--- src/rtl/alu_cmd_sequencer.sv ---
// Command FIFO plus issue/capture FSM for the 8-bit combinational ALU.
// Commands are queued on cmd_*, issued on registered alu_* ports, and returned on rsp_*.
module alu_cmd_sequencer #(
  parameter int DEPTH = 4,
  parameter int CNT_W = 16
) (
  input  logic             clk,
  input  logic             rst_n,
  input  logic             cmd_valid,
  output logic             cmd_ready,
  input  logic [7:0]       cmd_a,
  input  logic [7:0]       cmd_b,
  input  logic [3:0]       cmd_opcode,
  output logic [7:0]       alu_a,
  output logic [7:0]       alu_b,
  output logic [3:0]       alu_opcode,
  input  logic [7:0]       alu_out,
  output logic             rsp_valid,
  input  logic             rsp_ready,
  output logic [7:0]       rsp_data,
  output logic [3:0]       rsp_opcode,
  output logic             rsp_err,
  output logic             busy,
  output logic [CNT_W-1:0] op_count
);

  localparam int AW = $clog2(DEPTH);
  localparam logic [AW:0] FULL_CNT = (AW+1)'(DEPTH);
  localparam logic [3:0] OP_DIV = 4'b0011;

  typedef enum logic [1:0] {
    IDLE,
    DRIVE,
    PRESENT
  } state_t;

  state_t state_q, state_d;

  // FIFO storage: {a, b, opcode}
  logic [19:0]   mem_q [DEPTH];
  logic [AW-1:0] wr_ptr_q, wr_ptr_d;
  logic [AW-1:0] rd_ptr_q, rd_ptr_d;
  logic [AW:0]   count_q, count_d;

  logic          fifo_empty;
  logic          fifo_full;
  logic          push;
  logic          pop;
  logic          capture;
  logic          rsp_fire;
  logic          div_zero;
  logic [19:0]   head;

  logic [7:0]       alu_a_q, alu_b_q;
  logic [3:0]       alu_opcode_q;
  logic [7:0]       rsp_data_q;
  logic [3:0]       rsp_opcode_q;
  logic             rsp_err_q;
  logic [CNT_W-1:0] op_count_q;

  assign fifo_empty = (count_q == '0);
  assign fifo_full  = (count_q == FULL_CNT);
  assign push       = cmd_valid & ~fifo_full;
  assign head       = mem_q[rd_ptr_q];
  assign rsp_fire   = rsp_valid & rsp_ready;
  assign div_zero   = (alu_opcode_q == OP_DIV) && (alu_b_q == 8'd0);

  // ---------------- FIFO ----------------
  always_ff @(posedge clk) begin
    if (push) begin
      mem_q[wr_ptr_q] <= {cmd_a, cmd_b, cmd_opcode};
    end
  end

  always_comb begin
    wr_ptr_d = wr_ptr_q;
    rd_ptr_d = rd_ptr_q;
    count_d  = count_q;
    if (push) begin
      wr_ptr_d = wr_ptr_q + 1'b1;
    end
    if (pop) begin
      rd_ptr_d = rd_ptr_q + 1'b1;
    end
    // Power-of-two depth lets the pointers wrap by natural overflow.
    case ({push, pop})
      2'b10:   count_d = count_q + 1'b1;
      2'b01:   count_d = count_q - 1'b1;
      default: count_d = count_q;
    endcase
  end

  always_ff @(posedge clk or negedge rst_n) begin
    if (!rst_n) begin
      wr_ptr_q <= '0;
      rd_ptr_q <= '0;
      count_q  <= '0;
    end else begin
      wr_ptr_q <= wr_ptr_d;
      rd_ptr_q <= rd_ptr_d;
      count_q  <= count_d;
    end
  end

  // ---------------- FSM ----------------
  always_ff @(posedge clk or negedge rst_n) begin
    if (!rst_n) begin
      state_q <= IDLE;
    end else begin
      state_q <= state_d;
    end
  end

  always_comb begin
    state_d = state_q;
    pop     = 1'b0;
    capture = 1'b0;
    case (state_q)
      IDLE: begin
        if (!fifo_empty) begin
          pop     = 1'b1;
          state_d = DRIVE;
        end
      end
      DRIVE: begin
        capture = 1'b1;
        state_d = PRESENT;
      end
      PRESENT: begin
        if (rsp_ready) begin
          if (!fifo_empty) begin
            pop     = 1'b1;
            state_d = DRIVE;
          end else begin
            state_d = IDLE;
          end
        end
      end
      default: state_d = IDLE;
    endcase
  end

  // ---------------- Datapath ----------------
  always_ff @(posedge clk or negedge rst_n) begin
    if (!rst_n) begin
      alu_a_q      <= '0;
      alu_b_q      <= '0;
      alu_opcode_q <= '0;
    end else if (pop) begin
      alu_a_q      <= head[19:12];
      alu_b_q      <= head[11:4];
      alu_opcode_q <= head[3:0];
    end
  end

  // Divide-by-zero result is forced to all-ones regardless of what the ALU drives.
  always_ff @(posedge clk or negedge rst_n) begin
    if (!rst_n) begin
      rsp_data_q   <= '0;
      rsp_opcode_q <= '0;
      rsp_err_q    <= 1'b0;
    end else if (capture) begin
      rsp_data_q   <= div_zero ? 8'hFF : alu_out;
      rsp_opcode_q <= alu_opcode_q;
      rsp_err_q    <= div_zero;
    end
  end

  always_ff @(posedge clk or negedge rst_n) begin
    if (!rst_n) begin
      op_count_q <= '0;
    end else if (rsp_fire && (op_count_q != '1)) begin
      op_count_q <= op_count_q + 1'b1;
    end
  end

  assign cmd_ready  = ~fifo_full;
  assign alu_a      = alu_a_q;
  assign alu_b      = alu_b_q;
  assign alu_opcode = alu_opcode_q;
  assign rsp_valid  = (state_q == PRESENT);
  assign rsp_data   = rsp_data_q;
  assign rsp_opcode = rsp_opcode_q;
  assign rsp_err    = rsp_err_q;
  assign busy       = (state_q != IDLE) | ~fifo_empty;
  assign op_count   = op_count_q;

endmodule

--- config.mk ---
export PLATFORM = sky130hd
export DESIGN_NAME = alu_cmd_sequencer
export DESIGN_NICKNAME = d
export VERILOG_FILES = /design/src/rtl/alu_cmd_sequencer.sv
export SDC_FILE = /design/constraint.sdc
export NUM_CORES = 1
export LEC_CHECK = 0
export ABC_AREA = 0
export BUFFER_PORTS_ARGS = -buffer_cell sky130_fd_sc_hd__buf_2
export CORE_ASPECT_RATIO = 0.9
export CORE_MARGIN = 2
export CORE_UTILIZATION = 50
export DETAILED_ROUTE_END_ITERATION = 10
export HOLD_SLACK_MARGIN = 0.08
export PLACE_DENSITY_LB_ADDON = 0.3
export SLEW_MARGIN = 30
export SYNTH_ARGS = -nofsm -noshare
export SYNTH_HDL_FRONTEND = slang
export SYNTH_SLANG_ARGS = --single-unit
--- constraint.sdc ---
create_clock -name clk -period 3.7 [get_ports clk]
set_input_delay 0.74 -clock clk [delete_from_list [all_inputs] [get_ports clk]]
set_output_delay 0.74 -clock clk [all_outputs]
set_load 0.01 [all_outputs]
Word-level counts from Yosys, hierarchy flattened:

Memories as Yosys holds them, arrays and structs flattened. A register that Yosys moved wholly into a read port is not among the register bits.
Cells that the tools add are included.

* flip-flop bits (word level): 38
* RAM bits: 80
* output and inout port bits: 52
* logic and storage cells: 49
* memories: 1

* add/sub/neg operators: 5
* equal/unequal tests: 9
* mux-type cells: 12
* bitwise gates (word level): 5
* reductions and logical operators: 9

Memories
* mem_q: words 4, width 20, read ports 1, clocked after memory_dff 1, wr ports 1, RTL line 40 `logic [19:0] mem_q [DEPTH];`

Operators with widths (number)
* $add A16 B1 Y16 const B: 1
* $ne A16 B16 Y1 const B: 1
* $logic_not A8 Y1: 1
* $mux W8: 1
* $mux W1: 6
* $pmux W2 S3: 1
* $pmux W3 S2: 1
* $add A2 B1 Y2 const B: 2
* $eq A2 B1 Y1 const B: 2
* $eq A2 B2 Y1 const B: 2
* $eq A4 B2 Y1 const B: 1
* $mux W2: 2
* $reduce_bool A2 Y1: 2
* $add A3 B1 Y3 const B: 1
* $eq A3 B3 Y1 const B: 1
* $logic_not A3 Y1: 1
* $sub A3 B1 Y3 const B: 1
* $and A1 B1 Y1: 2
* $logic_and A1 B1 Y1: 2
* $logic_not A2 Y1: 1
* $ne A2 B1 Y1 const B: 1
* $ne A2 B2 Y1 const B: 1
* $not A1 Y1: 2
* $pmux W1 S2: 1
* other kinds (3): 3

Depth between registers and ports, before layout:

Gate-level depths: netlist of run 1.

* word-level depth: 6
* mapped depth: 10
* mapped depth without buffers: 10

Worst setup path after synthesis of run 1:

Ideal clock, no wire load.

* path kind: input to register
* start: in rsp_ready
* end: reg count_q[2]
* library setup time: 0.079 ns
* arrival time: 2.288 ns
* data required time: 3.621 ns
* slack: 1.333 ns
* cell stages on the path: 9
* path through: nor2b_1 -> nor3_2 -> buf_2 -> ha_1 -> inv_1 -> fa_1 -> xor2_1 -> nor2_1 -> xor2_1

* word-level cells in the longest chain between the ends: 4
* elaborated cells between the ends (all ways): 6
* classes of those cells: 2 x eq/ne; 3 x mux; 1 x reduce/logical

RTL lines
* start, declared: RTL line 19 `input logic rsp_ready,`
* $mux W1 *: RTL line 130 `if (rsp_ready) begin`
* $pmux W1 S2 *: RTL line 118 `case (state_q)`
* named net pop: RTL line 48 `logic pop;`
* $eq A2 B1 Y1 or $eq A2 B2 Y1 (tied branches): RTL line 86 `case ({push, pop})`
* $pmux W3 S2 or $reduce_bool A2 Y1 (tied branches)
* end signal, assigned: RTL line 101 `count_q <= count_d;`
* end, declared: RTL line 43 `logic [AW:0] count_q, count_d;`

Mark *: on every way through the listed nets, which the timed path passes. The rest lies on a longest branch.
A chain may end at the register's enable or synchronous reset.

Worst setup path in the final report of run 1:

* start: reg count_q[0]
* end: out busy

* word-level cells in the longest chain between the ends: 3

RTL lines
* $logic_not A3 Y1: RTL line 61 `assign fifo_empty = (count_q == '0);`
* $not A1 Y1: RTL line 185 `assign busy = (state_q != IDLE) | ~fifo_empty;`
* $or A1 B1 Y1: RTL line 185
* end, declared: RTL line 23 `output logic busy,`

No other way between the ends.

==> results of run 1 <==
[kinds of logic (layout without fill, tap and decap cells)]
logic type                 Yosys count  count (layout)  synth area share [%]
AOI/OAI and AO/OA                   13              13                  1.86
xor gates and xnor gates            20              20                  3.25
adders and majority gates            7               7                  1.76
buffers and inverters               17             127                  1.28
DFF                                138             138                  71.5
muxes                               47              47                  14.0
and+or+nand+nor                     53              53                  6.38
[state kept, by name, indices dropped and copies added (netlist names), 3 cells and up]
| signal | cells |
|---|---|
| alu_opcode | 4 |
| mem_q | 80 |
| alu_a | 8 |
| count_q | 3 |
| op_count | 16 |
| rsp_opcode | 4 |
| alu_b | 8 |
| rsp_data | 8 |
[worst max-delay path by stage]
stage	from	endpoint	slack (ns)	cells after the start
after global routing	count_q[0]$_DFFE_PN0P_	busy	1.30	3
after detailed placement	state_q[0]$_DFFE_PN0P_	rsp_data[2]$_DFFE_PN0N_	1.34	4
after floorplan	rsp_ready	count_q[2]$_DFFE_PN0P_	1.33	9
after global placement	rsp_ready	count_q[2]$_DFFE_PN0P_	1.51	9
final	count_q[0]$_DFFE_PN0P_	busy	1.40	3
after CTS	state_q[0]$_DFFE_PN0P_	rsp_data[2]$_DFFE_PN0N_	1.34	4
[cells in the final DEF (no fill, tap or decap), types with 3 or more instances in the layout]
master and count:
buf_2 83, inv_1 9, edfxtp_1 80, nor2_1 5, dfrtp_1 57, o22a_1 8
nor3_1 6, nand3_1 6, xnor2_1 9, clkinv_2 3, buf_4 3, nand4_1 6
nand2_1 6, ha_1 6, and3_2 4, xor2_1 11, nor4_1 3, clkbuf_1 3
mux4_2 20, clkbuf_16 17, mux2_2 25
[worst max-delay path: cells and delay by family, from the launching register on]
kind          cells  cell delay, ns
buf+inv           1            0.17
flops             1            0.40
simple gates      2            0.58
[power by group through the flow]
stage / clock network (W) / logic (W) / registers (W)
3_5_place_dp: 0 / 0.00159 / 0.00246
2_1_floorplan: 0 / 0.00105 / 0.00242
6_report: 0.00162 / 0.00157 / 0.00243
5_1_grt: 0.00171 / 0.00172 / 0.00249
4_1_cts: 0.00166 / 0.00161 / 0.00244
3_3_place_gp: 0 / 0.00154 / 0.00245
[cell type report]
type / count / area (um^2)
sequential: 138 / 3850
clock buffer: 21 / 450
timing repair buffer: 86 / 438
inverter: 9 / 33.8
tap: 129 / 161
multi-input combinational: 140 / 1480
clock inverter: 11 / 120
fill: 740 / 3840
[layer usage]
layer	vias up	part of all wire (%)	track usage, %
met3	7	5.3	7.29
met1	1481	45	23.8
li1	1344	-	-
met5	-	0	0
met2	79	49	30.1
met4	0	0.83	6.10
[stage by stage]
step                std cells  hold WS, ns  total power [W]
floorplan                 295        0.444          0.00347
global placement          502        0.480          0.00399
detailed placement        502        0.475          0.00405
CTS                       534        0.379          0.00570
global route              534        0.422          0.00592
finish                    534        0.371          0.00562
==> run_results.csv, run 1 <==
group,metric,value,unit
place,hpwl,6250,um
clocking,cts_buffers,17,
sta,worst_pin_slew,0.693,ns
place,post_dp_cell_area,5970,um^2
global_routing,grt_antenna_before_repair,0,
sta,finalWorstSetupSlack,1.40,ns
finish,final_util,63.0,%
drt,finalWirelength,9840,um
sta,setup-violations-final,0,
yosys,synth-main-ff-cell,"edfxtp_1",
yosys,synth-edff-count,80,
yosys,synthTopCellsByCount,"edfxtp_1 (80), dfrtp_1 (58), mux2_2 (25), mux4_2 (20), xor2_1 (11)",
clocking,clk_latency,0.41,ns
place,gp_congestion,0.776,
clocking,postCtsResizedCells,0,
drt,drtIter0Drc,179,
clocking,hold_buffers,0,
sta,finalCritPeriodShare,62.1,%
yosys,synth.cell_area,5390,um^2
global_routing,grt_usage,18.7,%
global_routing,gr-total-overflow,0,
yosys,yosysTopAreaCell,"edfxtp_1",
drt,drt-pass1-iter-count,4,
clocking,ctsLongestPathBuffers,2,
critical_path,reg2reg_slack,1.56,ns
critical_path,criticalPathCategory,"flip-flop to output port",
critical_path,regToRegStartpoint,"count_q[0]$_DFFE_PN0P_",
clocking,cts_tree,"yes",
pwr,netSwitchingFraction,30.0,%
clocking,root_buffer,"clkbuf_16",
run_status,status,"finished, final reports clean",
finish,nets,431,
critical_path,max_stage_delay,0.47,ns
critical_path,crit_path_end_kind,"output port",
finish,antenna_cells,0,
critical_path,cp_max_fo,3,
yosys,synthCells,295,
yosys,synth-seq-cells,138,
min_path,hold_path_class,"primary input to async pin",
place,io_buffers,83,
critical_path,cp-start-kind,"flip-flop",
clocking,cts_max_level,4,
sta,fmax,435,MHz
yosys,syn_nets,334,
yosys,yosysMostFrequentCell,"edfxtp_1",
drt,wl_per_cell,18.4,um
drt,avgViaCountPerCell,5.45,
drt,ant_nets,0,
global_routing,grt_max_degree,32,
sta,hold_violations,0,
sta,skew,0.00543,ns
pwr,internal_power,0.00394,W
critical_path,crit_arrival,1.56,ns
pwr,clock_power_share,28.9,%
pwr,seqPwrFrac,43.2,%
floorplanning,core,10400,um^2
pwr,powerDensity,860,nW/um^2
yosys,ys_types,38,
pwr,switchingPower,0.00169,W
sta,slew_headroom,53.8,%
global_routing,grt_pass1_vias,2995,
pwr,pwr-share-comb,27.9,%
critical_path,critPathRequiredTime,2.96,ns
global_routing,grt_pass1_wl,15700,um
floorplanning,dieHeight,103,um
sta,slew_viol_final,0,
clocking,cts.sinks,138,
yosys,syn_avg_cell_area,18.3,um^2
sta,fin_crit,2.30,ns
yosys,ys_seq_area_share,71.5,%
yosys,synth_warnings,0,
pwr,max-vdd-ir-drop,492,uV
yosys,async_flop_share,42.0,%
finish,drive_above_1_share,42.2,%
critical_path,slowest_stage,"nor3_1",
sta,fin_tns_setup,0,ns
yosys,synth_top_cell_area_share,44.6,%
finish,finalInstanceArea,6540,um^2
floorplanning,die_x,113,um
pwr,leakagePower,2.63,nW
drt,vias,2911,
floorplanning,row_count,35,
critical_path,reg2reg_depth,10,
finish,syn_to_final_growth,21.3,%
floorplanning,start_util,51.9,%
floorplanning,pin_count,84,
floorplanning,die_area,11600,um^2
clocking,cts_setup_buffers,0,
critical_path,cp_cell_sequence,"nor3_1 > nand2_1 > buf_2",
drt,drc,0,
critical_path,rr_endpoint,"count_q[2]$_DFFE_PN0P_",
job,cap_viol_max_count,0,
sta,rsz0062_at_grt,"false",
clocking,path_clk_slew,0.05,ns
yosys,synthTopCellsByArea,"edfxtp_1 (45%), dfrtp_1 (27%), mux4_2 (8.4%)",
place,pre_cts_slack,1.34,ns
(Power assumes the default switching activity.)
==> inputs of run 2 (changes only) <==
--- a/config.mk
+++ b/config.mk
@@ -5,7 +5,7 @@
 export SDC_FILE = /design/constraint.sdc
 export NUM_CORES = 1
 export LEC_CHECK = 0
-export ABC_AREA = 0
+export ABC_AREA = 1
 export BUFFER_PORTS_ARGS = -buffer_cell sky130_fd_sc_hd__buf_2
 export CORE_ASPECT_RATIO = 0.9
 export CORE_MARGIN = 2
==> constraint.sdc (replaced) <==
create_clock -name clk -period 2.3 [get_ports clk]
set_input_delay 0.46 -clock clk [delete_from_list [all_inputs] [get_ports clk]]
set_output_delay 0.46 -clock clk [all_outputs]
set_load 0.01 [all_outputs]
==> run 2 against run 1 <==
- combinational power is 100% higher
- critical path type is now flip-flop to flip-flop
- sequential power is 55% higher
- synthesized cell count is 89% higher
- sequential share of layout area is 4.1 points lower
- count of clock-buffer cells in the layout is 2 lower
- register-to-register slack worse by 1.2 ns
- cell count is 54% higher
- largest cell class unchanged
- first-iteration DRC count is 78% higher
- core utilization is 1.4 points lower
==> run_results.csv, run 2 <==
group,metric,value,unit
critical_path,slowest_stage,"dfrtp_1",
clocking,postCtsResizedCells,0,
pwr,internal_power,0.00608,W
yosys,yosysTopAreaCell,"edfxtp_1",
yosys,synthTopCellsByCount,"nor2_1 (106), nand2_1 (98), edfxtp_1 (80), o21ai_0 (71), dfrtp_1 (58)",
sta,fin_crit,1.94,ns
yosys,synth-seq-cells,138,
critical_path,crit_start,"count_q[0]$_DFFE_PN0P_",
finish,nets,693,
clocking,cts.sinks,138,
critical_path,reg2reg_depth,10,
global_routing,grt_antenna_before_repair,0,
sta,skew,0.00859,ns
place,io_buffers,83,
finish,fillers,953,
pwr,powerDensity,1350,nW/um^2
drt,finalWirelength,11900,um
yosys,synthCells,558,
sta,finalCritPeriodShare,84.5,%
yosys,synthTopCellsByArea,"edfxtp_1 (41%), dfrtp_1 (25%), nor2_1 (6.8%)",
critical_path,critPathRequiredTime,2.64,ns
yosys,synth_warnings,0,
place,post_dp_cell_area,6450,um^2
critical_path,cp_cell_sequence,"inv_1 > nand3_1 > nand2_1 > ha_1 > inv_1 > fa_1 > nor2_1 > nor2_1 > nand2_1 > xor2_1",
clocking,root_buffer,"clkbuf_16",
sta,slew_viol_final,0,
critical_path,rr_endpoint,"count_q[2]$_DFFE_PN0P_",
yosys,syn_nets,597,
yosys,synth-edff-count,80,
clocking,ctsLongestPathBuffers,2,
pwr,switchingPower,0.00342,W
floorplanning,start_util,51.2,%
finish,final_common_cell,"nor2_1",
floorplanning,pin_count,84,
critical_path,cp-start-kind,"flip-flop",
place,hpwl,7740,um
pwr,leakagePower,2.96,nW
sta,fmax,515,MHz
finish,finalInstanceArea,7020,um^2
floorplanning,die_area,12500,um^2
drt,avgViaCountPerCell,5.08,
min_path,hold_path_class,"primary input to flip-flop",
pwr,max-vdd-ir-drop,709,uV
pwr,clock_power_share,27.0,%
sta,fin_tns_setup,0,ns
drt,vias,4184,
pwr,seqPwrFrac,39.6,%
sta,hold_violations,0,
critical_path,cp-endpoint,"count_q[2]$_DFFE_PN0P_",
drt,drc,0,
floorplanning,core,11400,um^2
drt,drtIter0Drc,319,
place,gp_congestion,0.858,
floorplanning,row_count,37,
clocking,path_clk_slew,0.06,ns
clocking,clk_latency,0.42,ns
drt,drt-pass1-iter-count,5,
global_routing,gr-total-overflow,0,
sta,rsz0062_at_grt,"false",
yosys,synth_top_cell_area_share,41.2,%
global_routing,grt_usage,20.5,%
yosys,ys_types,29,
sta,worst_pin_slew,0.737,ns
clocking,cts_max_level,4,
finish,final_cell_mix,"nor2_1 (106), nand2_1 (98), buf_2 (83)",
yosys,synth-main-ff-cell,"edfxtp_1",
global_routing,grt_max_degree,42,
finish,drive_above_1_share,22.0,%
global_routing,grt_pass1_vias,4077,
critical_path,crit_arrival,2.28,ns
floorplanning,dieHeight,106,um
finish,largest_reg_flops,80,
critical_path,regToRegStartpoint,"count_q[0]$_DFFE_PN0P_",
yosys,synth.cell_area,5830,um^2
sta,slew_headroom,50.7,%
yosys,ys_seq_area_share,66.1,%
yosys,yosysMostFrequentCell,"nor2_1",
critical_path,reg2reg_slack,0.36,ns
floorplanning,die_x,118,um
run_status,status,"finished, final reports clean",
pwr,pwr-share-comb,33.4,%
sta,setup-violations-final,0,
pwr,netSwitchingFraction,36.0,%
critical_path,cp_max_fo,8,
drt,wl_per_cell,14.5,um
critical_path,criticalPathCategory,"flip-flop to flip-flop",
finish,top_register,"mem_q",
clocking,cts_tree,"yes",
yosys,syn_avg_cell_area,10.4,um^2
critical_path,max_stage_delay,0.39,ns
job,cap_viol_max_count,0,
clocking,cts_buffers,17,
drt,ant_nets,0,
critical_path,crit_path_end_kind,"flip-flop",
finish,syn_to_final_growth,20.5,%
yosys,async_flop_share,42.0,%
global_routing,grt_pass1_wl,19700,um
[run 2: cell types whose count changed after synthesis, moves of 7 or more]
cell,before,now
o21ai_1,1,11
nand3_1,6,13
nor2_1,6,106
mux4_2,20,0
a21oi_1,0,11
nand2_1,6,98
inv_1,9,43
o22a_1,8,0
mux2_2,25,0
o21ai_0,2,71
[run 2: how the worst min path moves through the flow]
| stage | slack (ns) | startpoint | to | cells after the start |
|---|---|---|---|---|
| after floorplan | 0.16 | rst_n | alu_a[0]$_DFFE_PN0P_ | 0 |
| after global placement | 0.46 | alu_a[1]$_DFFE_PN0P_ | alu_a[1]$_DFFE_PN0P_ | 2 |
| after detailed placement | 0.46 | alu_a[5]$_DFFE_PN0P_ | alu_a[5]$_DFFE_PN0P_ | 2 |
| after CTS | 0.24 | cmd_b[0] | mem_q[3][4]$_DFFE_PP_ | 1 |
| after global routing | 0.24 | cmd_a[2] | mem_q[2][14]$_DFFE_PP_ | 1 |
| final | 0.26 | cmd_b[0] | mem_q[3][4]$_DFFE_PP_ | 1 |
[run 2: routing by layer]
| layer | track usage (%) | vias up | share of wire (%) |
|---|---|---|---|
| li1 | - | 2055 | - |
| met3 | 6.33 | 13 | 5.7 |
| met4 | 6.80 | 0 | 0.90 |
| met1 | 25.8 | 1999 | 44 |
| met5 | 0 | - | 0 |
| met2 | 34.0 | 117 | 49 |
[run 2: critical path: cells and delay by family, from the launching register on]
family / cells / cell delay, ns
xor+xnor: 1 / 0.14
fa+ha+maj: 2 / 0.57
buf+inv: 2 / 0.19
flops: 1 / 0.39
simple gates: 5 / 0.57
[run 2: area by class of cell]
class,count,area (um^2),share of cell area (%)
clock inverter,13,129,1.84
multi-input combinational,355,1700,24.1
antenna,1,2.50,0.0356
clock buffer,19,433,6.17
timing repair buffer,96,541,7.70
sequential,138,3850,54.9
tap,156,195,2.78
inverter,46,173,2.46
[run 2: power by group through the flow]
| stage | registers, W | clock network, W | logic, W |
|---|---|---|---|
| 3_3_place_gp | 0.00378 | 0 | 0.00310 |
| 3_5_place_dp | 0.00382 | 0 | 0.00319 |
| 5_1_grt | 0.00385 | 0.00272 | 0.00363 |
| 4_1_cts | 0.00377 | 0.00261 | 0.00323 |
| 6_report | 0.00377 | 0.00256 | 0.00317 |
| 2_1_floorplan | 0.00392 | 0 | 0.00199 |
[run 2: metrics by stage]
| step | instances | hold slack, ns | power, W | utilization, % | setup WS [ns] |
|---|---|---|---|---|---|
| 6_report | 824 | 0.255 | 0.00950 | 61.7 | 0.357 |
| 5_1_grt | 823 | 0.244 | 0.0102 | 61.6 | 0.190 |
| 4_1_cts | 823 | 0.240 | 0.00961 | 61.6 | 0.367 |
| 3_5_place_dp | 790 | 0.464 | 0.00701 | 56.6 | 0.388 |
| 3_3_place_gp | 790 | 0.459 | 0.00688 | 56.6 | 0.450 |
| 2_1_floorplan | 558 | 0.164 | 0.00591 | - | 0.262 |
[run 2: logic make-up after synthesis]
group | Yosys count | share of synthesized area (%)
AND/OR/NAND/NOR | 241 | 17.3
flip-flops | 138 | 66.1
AO/OA/AOI/OAI | 99 | 8.93
buffers and inverters | 65 | 4.79
XOR/XNOR | 8 | 1.20
adder cells (fa/ha/maj) | 7 | 1.63
[run 2: repair_timing]
item,4_1_cts,5_1_grt
hold buffers,1,0
setup buffers,0,0
endpoints found under the hold margin,24,0
==> inputs of run 3 (changes only) <==
==> constraint.sdc (replaced) <==
create_clock -name clk -period 1.6 [get_ports clk]
set_input_delay 0.32 -clock clk [delete_from_list [all_inputs] [get_ports clk]]
set_output_delay 0.32 -clock clk [all_outputs]
set_load 0.01 [all_outputs]
==> run 3 against run 2 <==
- the flow now finishes with violations (setup timing)
- cell count rose by 2.7%
- combinational power rose by 73%
- worst hold slack got worse by 0.15 ns
- fmax rose by 14%
- worst setup slack got worse by 0.46 ns
- critical path type unchanged
- sequential share of layout area fell by 2.7 points
- design area rose by 5.1%
- clock power rose by 51%
- sequential power rose by 42%
- sequential cell count did not move
- wire length rose by 4.3%
- first-iteration DRC count fell by 5.0%
==> run_results.csv, run 3 (synthesis results as in run 2) <==
group,metric,value,unit
finish,final_common_cell,"nor2_1",
finish,seqCellArea,3850,um^2
global_routing,grt_max_degree,59,
drt,drc,0,
pwr,pwr-share-comb,37.3,%
critical_path,cp_max_fo,2,
floorplanning,pin_count,84,
place,io_buffers,83,
min_path,min_from,"cmd_a[4]",
pwr,leakagePower,3.13,nW
place,hpwl,8020,um
critical_path,crit_arrival,2.04,ns
run_status,status,"complete, but fails checks",
sta,finalWorstSetupSlack,-0.0986,ns
sta,slew_viol_final,0,
pwr,netSwitchingFraction,35.2,%
sta,hold_ws,0.110,ns
place,dp_cells,808,
finish,fin_cells,846,
place,gp_congestion,0.887,
clocking,cts.sinks,138,
pwr,internal_power,0.00953,W
min_path,hold_path_class,"primary input to flip-flop",
floorplanning,row_count,37,
sta,finalCritPeriodShare,106,%
critical_path,criticalPathCategory,"flip-flop to flip-flop",
pwr,max-vdd-ir-drop,928,uV
critical_path,path_delay_family,"adder cells",
place,post_dp_cell_area,6700,um^2
drt,drtIter0Drc,303,
floorplanning,die_x,118,um
critical_path,cp_cell_sequence,"inv_2 > buf_4 > nand3_4 > nand2_2 > ha_4 > inv_2 > fa_2 > nor2_1 > nor2_1 > nand2_1 > xor2_1",
finish,nets,716,
critical_path,max_stage_delay,0.39,ns
clocking,path_clk_slew,0.05,ns
global_routing,grt_antenna_before_repair,0,
critical_path,crit_start,"count_q[0]$_DFFE_PN0P_",
floorplanning,core,11400,um^2
finish,largest_reg_flops,80,
floorplanning,die_area,12500,um^2
place,pre_cts_slack,-0.0919,ns
job,cap_viol_max_count,0,
floorplanning,start_util,51.2,%
critical_path,cp-start-kind,"flip-flop",
sta,rsz0062_at_grt,"true",
clocking,cts_buffers,17,
floorplanning,dieHeight,106,um
pwr,powerDensity,1990,nW/um^2
sta,setup-violations-final,4,
pwr,switchingPower,0.00518,W
sta,fin_crit,1.70,ns
finish,finalInstanceArea,7380,um^2
sta,fmax,589,MHz
sta,hold_violations,0,
finish,antenna_cells,0,
finish,multiInputGateArea,1770,um^2
clocking,cts_tree,"yes",
finish,top_register,"mem_q",
clocking,ctsLongestPathBuffers,2,
clocking,cts_max_level,4,
finish,fillers,899,
clocking,root_buffer,"clkbuf_16",
critical_path,critPathRequiredTime,1.94,ns
drt,ant_nets,0,
global_routing,gr-total-overflow,0,
global_routing,grt_pass1_vias,4078,
drt,avgViaCountPerCell,5.01,
finish,drive_above_1_share,26.7,%
drt,drt-pass1-iter-count,6,
sta,worst_pin_slew,0.418,ns
global_routing,grt_usage,21.1,%
clocking,clk_latency,0.42,ns
finish,final_cell_mix,"nor2_1 (101), nand2_1 (96), buf_2 (82)",
critical_path,crit_buf_inv,3,
drt,vias,4236,
pwr,seqPwrFrac,36.4,%
critical_path,regToRegStartpoint,"count_q[0]$_DFFE_PN0P_",
sta,slew_headroom,72.1,%
critical_path,slowest_stage,"dfrtp_1",
critical_path,crit_path_end_kind,"flip-flop",
finish,syn_to_final_growth,26.6,%
pwr,clock_power_share,26.3,%
global_routing,grt_pass1_wl,20200,um
sta,skew,0.00721,ns
run_status,violations,"setup timing",
drt,finalWirelength,12400,um
critical_path,reg2reg_slack,-0.1,ns
drt,wl_per_cell,14.7,um
==> run 3: changes by cell type in the layout (fill, tap and decap cells not counted), moves of 3 or more <==
cell	before	now
nor2_1	106	101
inv_1	43	39
clkinvlp_4	5	1
nor2_2	5	8
buf_6	0	4
buf_12	2	8
buf_4	10	24
clkbuf_1	2	6
inv_2	3	6
==> run 3: layout make-up <==
class,instances,share of cell area [%]
well taps,156,2.64
clock buffers,24,6.26
flip-flops and latches,138,52.2
clock inverters,8,1.64
repair buffers,119,10.9
multi-input cells,355,23.9
inverters,46,2.37
==> run 3: through the flow <==
step,utilization [%],total power (W),TNS [ns]
5_1_grt,64.8,0.0157,-0.558
6_report,64.8,0.0147,-0.257
2_1_floorplan,-,0.00863,-9.66
3_5_place_dp,58.8,0.0107,-0.400
3_3_place_gp,58.8,0.0105,0
4_1_cts,64.7,0.0148,-0.279
==> run 3: final timing paths <==
kind / end / cells after the start
hold / removal: mem_q[0][16]$_DFFE_PP_ / 1
hold reg to reg: rsp_opcode[0]$_DFFE_PN0N_ / 2
setup / recovery: count_q[2]$_DFFE_PN0P_ / 11
min in group asynchronous: op_count[2]$_DFFE_PN0P_ / 3
setup reg to reg: count_q[2]$_DFFE_PN0P_ / 11
max in group asynchronous: rsp_data[2]$_DFFE_PN0N_ / 3
==> run 3: power groups by stage <==
stage | clock (W) | sequential (W) | combinational [W]
after floorplan | 0 | 0.00563 | 0.00300
after global placement | 0 | 0.00536 | 0.00511
after detailed placement | 0 | 0.00541 | 0.00528
after CTS | 0.00392 | 0.00536 | 0.00550
after global routing | 0.00411 | 0.00547 | 0.00616
final | 0.00387 | 0.00535 | 0.00549
==> run 3: worst register-to-register path: cells and delay by family (launching register included) <==
kind | cells | cell delay [ns]
buffers and inverters | 3 | 0.25
xor gates and xnor gates | 1 | 0.14
adders and majority gates | 2 | 0.47
and+or+nand+nor | 5 | 0.38
DFF | 1 | 0.39
==> run 3: routing by layer <==
layer  routed length, um  GRT usage (%)
met5                   0              0
met4                 140           8.00
met3                 635           6.17
met2                6070           33.6
met1                5580           27.6
==> run 3: what timing repair did <==
action / in CTS / in global routing
pin swaps: 4 / 3
hold endpoints to repair: 58 / 0
setup buffers: 4 / 1
setup endpoints to repair: 13 / 7
hold buffers: 1 / 0
resized for setup: 12 / 2
